[src/rtl/fifo_avg_sequencer_pkg.sv]
// Shared types and sizing helpers for the running-average sequencer.
package fifo_avg_pkg;

   typedef enum logic [1:0] {
      FILL  = 2'd0,
      RUN   = 2'd1,
      FLUSH = 2'd2
   } state_t;

   localparam int DEFAULT_DATA_WIDTH = 24;
   localparam int DEFAULT_ADDR_WIDTH = 3;

   function automatic int depth(input int addr_width);
      return 1 << addr_width;
   endfunction

endpackage

[src/rtl/fifo_avg_sequencer_if.sv]
// Sample stream, window-FIFO request and filter-output signals of the sequencer.
interface fifo_avg_sequencer_if #(
   parameter int DATA_WIDTH = 24
);
   logic                  in_valid;
   logic [DATA_WIDTH-1:0] in_data;
   logic                  in_ready;
   logic                  flush;
   logic                  fifo_rd;
   logic                  fifo_wr;
   logic [DATA_WIDTH-1:0] fifo_wdata;
   logic [DATA_WIDTH-1:0] fifo_rdata;
   logic                  fifo_empty;
   logic                  fifo_full;
   logic                  out_valid;
   logic [DATA_WIDTH-1:0] out_data;
   logic                  flush_done;

   modport master (
      input  in_valid, in_data, flush, fifo_rdata, fifo_empty, fifo_full,
      output in_ready, fifo_rd, fifo_wr, fifo_wdata, out_valid, out_data, flush_done
   );

   modport slave (
      output in_valid, in_data, flush, fifo_rdata, fifo_empty, fifo_full,
      input  in_ready, fifo_rd, fifo_wr, fifo_wdata, out_valid, out_data, flush_done
   );
endinterface

[src/rtl/fifo_avg_sequencer_avg_accum.sv]
// Registered window accumulator: acc <= acc + add_term - sub_term, wrapping.
module avg_accum #(
   parameter int W = 24
) (
   input  logic         clk,
   input  logic         reset,
   input  logic         clr,
   input  logic [W-1:0] add_term,
   input  logic [W-1:0] sub_term,
   output logic [W-1:0] acc,
   output logic [W-1:0] acc_next
);

   assign acc_next = acc + add_term - sub_term;

   always_ff @(posedge clk) begin
      if (reset || clr) acc <= '0;
      else              acc <= acc_next;
   end

endmodule

[src/rtl/fifo_avg_sequencer.sv]
// Running-average sequencer: owns the window FIFO requests, accumulator and output register.
module fifo_avg_sequencer
   import fifo_avg_pkg::*;
#(
   parameter int DATA_WIDTH = DEFAULT_DATA_WIDTH,
   parameter int ADDR_WIDTH = DEFAULT_ADDR_WIDTH
) (
   input logic clk,
   input logic reset,
   fifo_avg_sequencer_if.master bus
);

   localparam int N  = depth(ADDR_WIDTH);
   localparam int CW = ADDR_WIDTH + 1;

   state_t                state, state_n;
   logic [CW-1:0]         cnt, cnt_n;
   logic [DATA_WIDTH-1:0] xs, add_term, sub_term, acc, acc_next, out_data;
   logic                  ready, accept, clr, fire, done, rd, wr;
   logic                  out_valid, flush_done;

   assign xs     = DATA_WIDTH'($signed(bus.in_data) >>> ADDR_WIDTH);
   assign ready  = (state != FLUSH) && !bus.flush;
   assign accept = bus.in_valid && ready;

   always_comb begin
      state_n  = state;
      cnt_n    = cnt;
      rd       = 1'b0;
      wr       = 1'b0;
      add_term = '0;
      sub_term = '0;
      clr      = 1'b0;
      fire     = 1'b0;
      done     = 1'b0;
      unique case (state)
         FILL: begin
            if (bus.flush) begin
               state_n = FLUSH;
            end else if (accept) begin
               wr       = 1'b1;
               add_term = xs;
               cnt_n    = cnt + 1'b1;
               if (cnt == CW'(N - 1)) begin
                  state_n = RUN;
                  fire    = 1'b1;
               end
            end
         end
         RUN: begin
            if (bus.flush) begin
               state_n = FLUSH;
            end else if (accept) begin
               rd       = 1'b1;
               wr       = 1'b1;
               add_term = xs;
               sub_term = bus.fifo_rdata;
               fire     = 1'b1;
            end
         end
         FLUSH: begin
            // fifo_empty is registered, so it only rises after the final pop lands
            if (!bus.fifo_empty) begin
               rd       = 1'b1;
               sub_term = bus.fifo_rdata;
            end else begin
               clr     = 1'b1;
               cnt_n   = '0;
               done    = 1'b1;
               state_n = FILL;
            end
         end
         default: state_n = FILL;
      endcase
   end

   avg_accum #(.W(DATA_WIDTH)) u_accum (
      .clk      (clk),
      .reset    (reset),
      .clr      (clr),
      .add_term (add_term),
      .sub_term (sub_term),
      .acc      (acc),
      .acc_next (acc_next)
   );

   always_ff @(posedge clk) begin
      if (reset) begin
         state      <= FILL;
         cnt        <= '0;
         out_valid  <= 1'b0;
         out_data   <= '0;
         flush_done <= 1'b0;
      end else begin
         state      <= state_n;
         cnt        <= cnt_n;
         out_valid  <= fire;
         flush_done <= done;
         if (fire) out_data <= acc_next;
      end
   end

   assign bus.in_ready   = ready;
   assign bus.fifo_rd    = rd && !reset;
   assign bus.fifo_wr    = wr && !reset;
   assign bus.fifo_wdata = xs;
   assign bus.out_valid  = out_valid;
   assign bus.out_data   = out_data;
   assign bus.flush_done = flush_done;

endmodule

[src/flat_wrapper.sv]
// flat-port wrapper written by rule: the top's interface ports become plain ports
module fifo_avg_sequencer_flat import fifo_avg_pkg::*;
#(
   parameter int DATA_WIDTH = DEFAULT_DATA_WIDTH,
   parameter int ADDR_WIDTH = DEFAULT_ADDR_WIDTH
)
  (clk, reset, bus_in_valid, bus_in_data, bus_flush, bus_fifo_rdata, bus_fifo_empty, bus_fifo_full, bus_in_ready, bus_fifo_rd, bus_fifo_wr, bus_fifo_wdata, bus_out_valid, bus_out_data, bus_flush_done);
  fifo_avg_sequencer_if #(.DATA_WIDTH(DATA_WIDTH)) bus_i ();
  input logic clk;
  input logic reset;
  input wire logic [$bits(bus_i.in_valid)-1:0] bus_in_valid;
  input wire logic [$bits(bus_i.in_data)-1:0] bus_in_data;
  input wire logic [$bits(bus_i.flush)-1:0] bus_flush;
  input wire logic [$bits(bus_i.fifo_rdata)-1:0] bus_fifo_rdata;
  input wire logic [$bits(bus_i.fifo_empty)-1:0] bus_fifo_empty;
  input wire logic [$bits(bus_i.fifo_full)-1:0] bus_fifo_full;
  output wire logic [$bits(bus_i.in_ready)-1:0] bus_in_ready;
  output wire logic [$bits(bus_i.fifo_rd)-1:0] bus_fifo_rd;
  output wire logic [$bits(bus_i.fifo_wr)-1:0] bus_fifo_wr;
  output wire logic [$bits(bus_i.fifo_wdata)-1:0] bus_fifo_wdata;
  output wire logic [$bits(bus_i.out_valid)-1:0] bus_out_valid;
  output wire logic [$bits(bus_i.out_data)-1:0] bus_out_data;
  output wire logic [$bits(bus_i.flush_done)-1:0] bus_flush_done;
  assign bus_i.in_valid = bus_in_valid;
  assign bus_i.in_data = bus_in_data;
  assign bus_i.flush = bus_flush;
  assign bus_i.fifo_rdata = bus_fifo_rdata;
  assign bus_i.fifo_empty = bus_fifo_empty;
  assign bus_i.fifo_full = bus_fifo_full;
  assign bus_in_ready = bus_i.in_ready;
  assign bus_fifo_rd = bus_i.fifo_rd;
  assign bus_fifo_wr = bus_i.fifo_wr;
  assign bus_fifo_wdata = bus_i.fifo_wdata;
  assign bus_out_valid = bus_i.out_valid;
  assign bus_out_data = bus_i.out_data;
  assign bus_flush_done = bus_i.flush_done;
  fifo_avg_sequencer #(.DATA_WIDTH(DATA_WIDTH), .ADDR_WIDTH(ADDR_WIDTH)) u_core (.clk(clk), .reset(reset), .bus(bus_i));
endmodule
[config.mk]
export PLATFORM = sky130hd
export DESIGN_NAME = fifo_avg_sequencer_flat
export DESIGN_NICKNAME = d
export VERILOG_FILES = /design/src/rtl/fifo_avg_sequencer_pkg.sv /design/src/rtl/fifo_avg_sequencer_if.sv /design/src/rtl/fifo_avg_sequencer_avg_accum.sv /design/src/rtl/fifo_avg_sequencer.sv /design/src/flat_wrapper.sv
export SDC_FILE = /design/constraint.sdc
export NUM_CORES = 1
export LEC_CHECK = 0
export CORE_AREA = 2 2 100 102
export CTS_BUF_LIST = sky130_fd_sc_hd__clkbuf_8
export DETAILED_ROUTE_END_ITERATION = 7
export DIE_AREA = 0 0 102 104
export PLACE_DENSITY = 0.78
export SETUP_SLACK_MARGIN = 0.5
export SLEW_MARGIN = 10
export SYNTH_ARGS = -nofsm -noshare
export SYNTH_HDL_FRONTEND = slang
export SYNTH_SLANG_ARGS = --single-unit
export TNS_END_PERCENT = 100
[constraint.sdc]
create_clock -name clk -period 5 [get_ports clk]
set_clock_uncertainty 0.05 [all_clocks]
set_input_delay 0.5 -clock clk [delete_from_list [all_inputs] [get_ports clk]]
set_output_delay 0.5 -clock clk [all_outputs]
set_load 0.02 [all_outputs]
==> results.sh <==
export IMPL_core_area_sq_um=9549
export IMPL_synth_compound_area_share_pct=17.85
export IMPL_end_kind="flip-flop"
export IMPL_antenna_found_initial=0
export IMPL_worst_pin_slew_ns=0.8913
export IMPL_power_density_nw_per_um2=530.1
export IMPL_gp_congestion=0.9099
export IMPL_dr_pass1_iters=5
export IMPL_reg2reg_depth=14
export IMPL_htree_num_levels=2
export IMPL_postRouteAntennaNets=0
export IMPL_drt_wl_total_um=11340
export IMPL_die_area_sq_um=10610
export IMPL_relSlewSlack_pct=40.43
export IMPL_synth_cell_type_count=59
export IMPL_ys_warn_count=0
export IMPL_finalSetupTns_ns=0
export IMPL_use_met2_pct=38.25
export IMPL_async_flop_share_pct=0
export IMPL_p_leak_nw=2.406
export IMPL_syn_cell_area_sq_um=4627
export IMPL_vias=4328
export IMPL_met1_usage_pct=27.37
export IMPL_crit_fanout=14
export IMPL_nNetsFinal=774
export IMPL_synthXorXnorAreaFrac_pct=3.759
export IMPL_yosys_mux_area_fraction_pct=1.514
export IMPL_period_share_pct=84.79
export IMPL_syn_nets=704
export IMPL_hp_class="flip-flop to flip-flop"
export IMPL_cts_resized=0
export IMPL_clockBufferDepth=2
export IMPL_drtIter0Drc=204
export IMPL_ir_drop_uv=255.5
export IMPL_grt_use_total_pct=21.77
export IMPL_synth_edf_count=0
export IMPL_holdBufCountCts=0
export IMPL_crit_arrival_ns=4.42
export IMPL_syn_avg_cell_area_sq_um=7.724
export IMPL_clock_sinks=56
export IMPL_synthAdderAreaFrac_pct=17.52
export IMPL_cts_setup_buffers=0
export IMPL_finalHoldViolCount=0
export IMPL_min_path_cells=2
export IMPL_grt_pass1_wl_um=18960
export IMPL_worstPathRequired_ns=5.18
export IMPL_ys_seq_area_share_pct=24.23
export IMPL_via_per_inst=5.390
export IMPL_drc=0
export IMPL_numCtsBuffers=5
export IMPL_maxCapViolations=0
export IMPL_setup_violations=0
export IMPL_area_delta_synth_final_pct=24.20
export IMPL_insertion_delay_ns=0.32
export IMPL_path_class="flip-flop to flip-flop"
export IMPL_die_width_um=102
export IMPL_ctsRootBufferMaster="clkbuf_8"
export IMPL_clk_pin_slew_ns=0.11
export IMPL_grt_max_degree=31
export IMPL_synth_top_family_by_area="simple AND/OR/NAND/NOR gates"
export IMPL_dp_hpwl_um=8777
export IMPL_grt_pass1_vias=4203
export IMPL_rows=36
export IMPL_final_core_util_pct=60.18
export IMPL_fillers=884
export IMPL_synth_top_flop_cell="dfxtp_1"
export IMPL_outcome="completed"
export IMPL_fmaxAchievable_mhz=235.9
export IMPL_grt_ovfl_total=0
export IMPL_rsz0062_at_grt="no"
export IMPL_io_buffers=102
export IMPL_routedWlPerCell_um=14.12
export IMPL_start_kind="flip-flop"
export IMPL_ioPinCount=107
export IMPL_grtUsageMet3_pct=3.293
export IMPL_cts_tree="built"
export IMPL_synth_cells=599
export IMPL_maxSlewViolCount=0
export IMPL_synthSimpleGateAreaFrac_pct=21.93
export IMPL_layout_min_cycle_time_ns=4.239
export IMPL_synth_seq_cells=56
export IMPL_start_util_pct=48.45
export IMPL_final_common_cell="clkdlybuf4s50_1"
export IMPL_num_antenna_cells=0
export IMPL_top_usage_layer="met2"
export IMPL_final_cell_mix="102 x clkdlybuf4s50_1, 83 x inv_1, 63 x nand2_1, 56 x dfxtp_1, 43 x a21oi_1"
export IMPL_fp_dieH_um=104
export IMPL_drive_above_1_share_pct=5.373
per-layer routing:
metal  wire (um)  vias to the layer above
met5           0                        -
met4         174                        0
met3         672                       19
met2        5500                      155
met1        4991                     2029
li1            -                     2125
cells by family (layout without fill, tap and decap cells):
group / Yosys count / count (layout)
AND/OR/NAND/NOR: 204 / 204
buffers and inverters: 135 / 206
AO/OA/AOI/OAI: 127 / 127
flip-flops: 56 / 56
adder cells (fa/ha/maj): 51 / 51
XOR/XNOR: 19 / 19
multiplexers: 7 / 7
state kept, by name (all words and copies together), names as in the netlist:
name,flops
u_core.bus.out_data,24
u_core.u_accum.acc,24
u_core.cnt,4
u_core.state,2
u_core.bus.flush_done,1
u_core.bus.out_valid,1
through the flow:
stage,instance area [sq um],instances,hold slack (ns),power [W],worst slack (ns)
2_1_floorplan,4627,599,0.4297,0.002195,1.114
3_3_place_gp,5620,795,0.4018,0.002661,0.5093
3_5_place_dp,5620,795,0.4060,0.002704,0.4619
4_1_cts,5732,803,0.4212,0.003020,0.5618
5_1_grt,5747,803,0.4444,0.003335,0.5537
6_report,5747,803,0.4209,0.003046,0.7606
power breakdown:
group / total, W / switching [W] / internal (W)
logic: 0.00219 / 0.00131 / 0.000877
registers: 0.000549 / 0.0000204 / 0.000529
clock network: 0.000311 / 0.000161 / 0.000150
total: 0.00305 / 0.00149 / 0.00156
cell type report:
type / count / area, sq um / share of cell area [%]
clock buffer: 5 / 68.82 / 1.197
clock inverter: 3 / 42.54 / 0.7403
inverter: 82 / 307.8 / 5.356
multi-input combinational: 408 / 2914 / 50.71
sequential: 56 / 1121 / 19.51
tap: 133 / 166.4 / 2.896
timing repair buffer: 116 / 1126 / 19.60
cell usage after synthesis, types with 11 or more instances:
library cell  count  share of area (%)
inv_1            82                6.7
o21ai_0          23                2.5
ha_1             28                7.6
nand3_1          17                1.8
nor2_1           38                3.1
and2_1           30                4.1
dfxtp_1          56                 24
clkbuf_1         22                1.8
nor3_1           18                1.9
buf_4            24                3.9
fa_1             23                 10
nand2_1          63                5.1
o21a_1           11                1.8
xnor2_1          14                2.7
a21oi_1          44                4.8
critical path: stages (launching register included):
cell and delay (ns):
dfxtp_1 0.35, inv_1 0.09, ha_2 0.31, and4bb_2 0.27
o21a_2 0.30, buf_4 0.22, and2_1 0.18, fa_1 0.53
inv_1 0.04, ha_1 0.43, a21oi_1 0.19, o21ai_0 0.23
a221o_1 0.44, or3_1 0.35, a21oi_1 0.16
final timing paths:
check	from	end	slack, ns
setup / recovery	u_core.state[0]	u_core.u_accum.acc[23]	0.76
setup reg to reg	u_core.state[0]	u_core.u_accum.acc[23]	0.76
hold / removal	u_core.bus.out_data[0]	u_core.bus.out_data[0]	0.42
hold reg to reg	u_core.bus.out_data[0]	u_core.bus.out_data[0]	0.42
No activity file was read; power rests on OpenSTA's default activity.
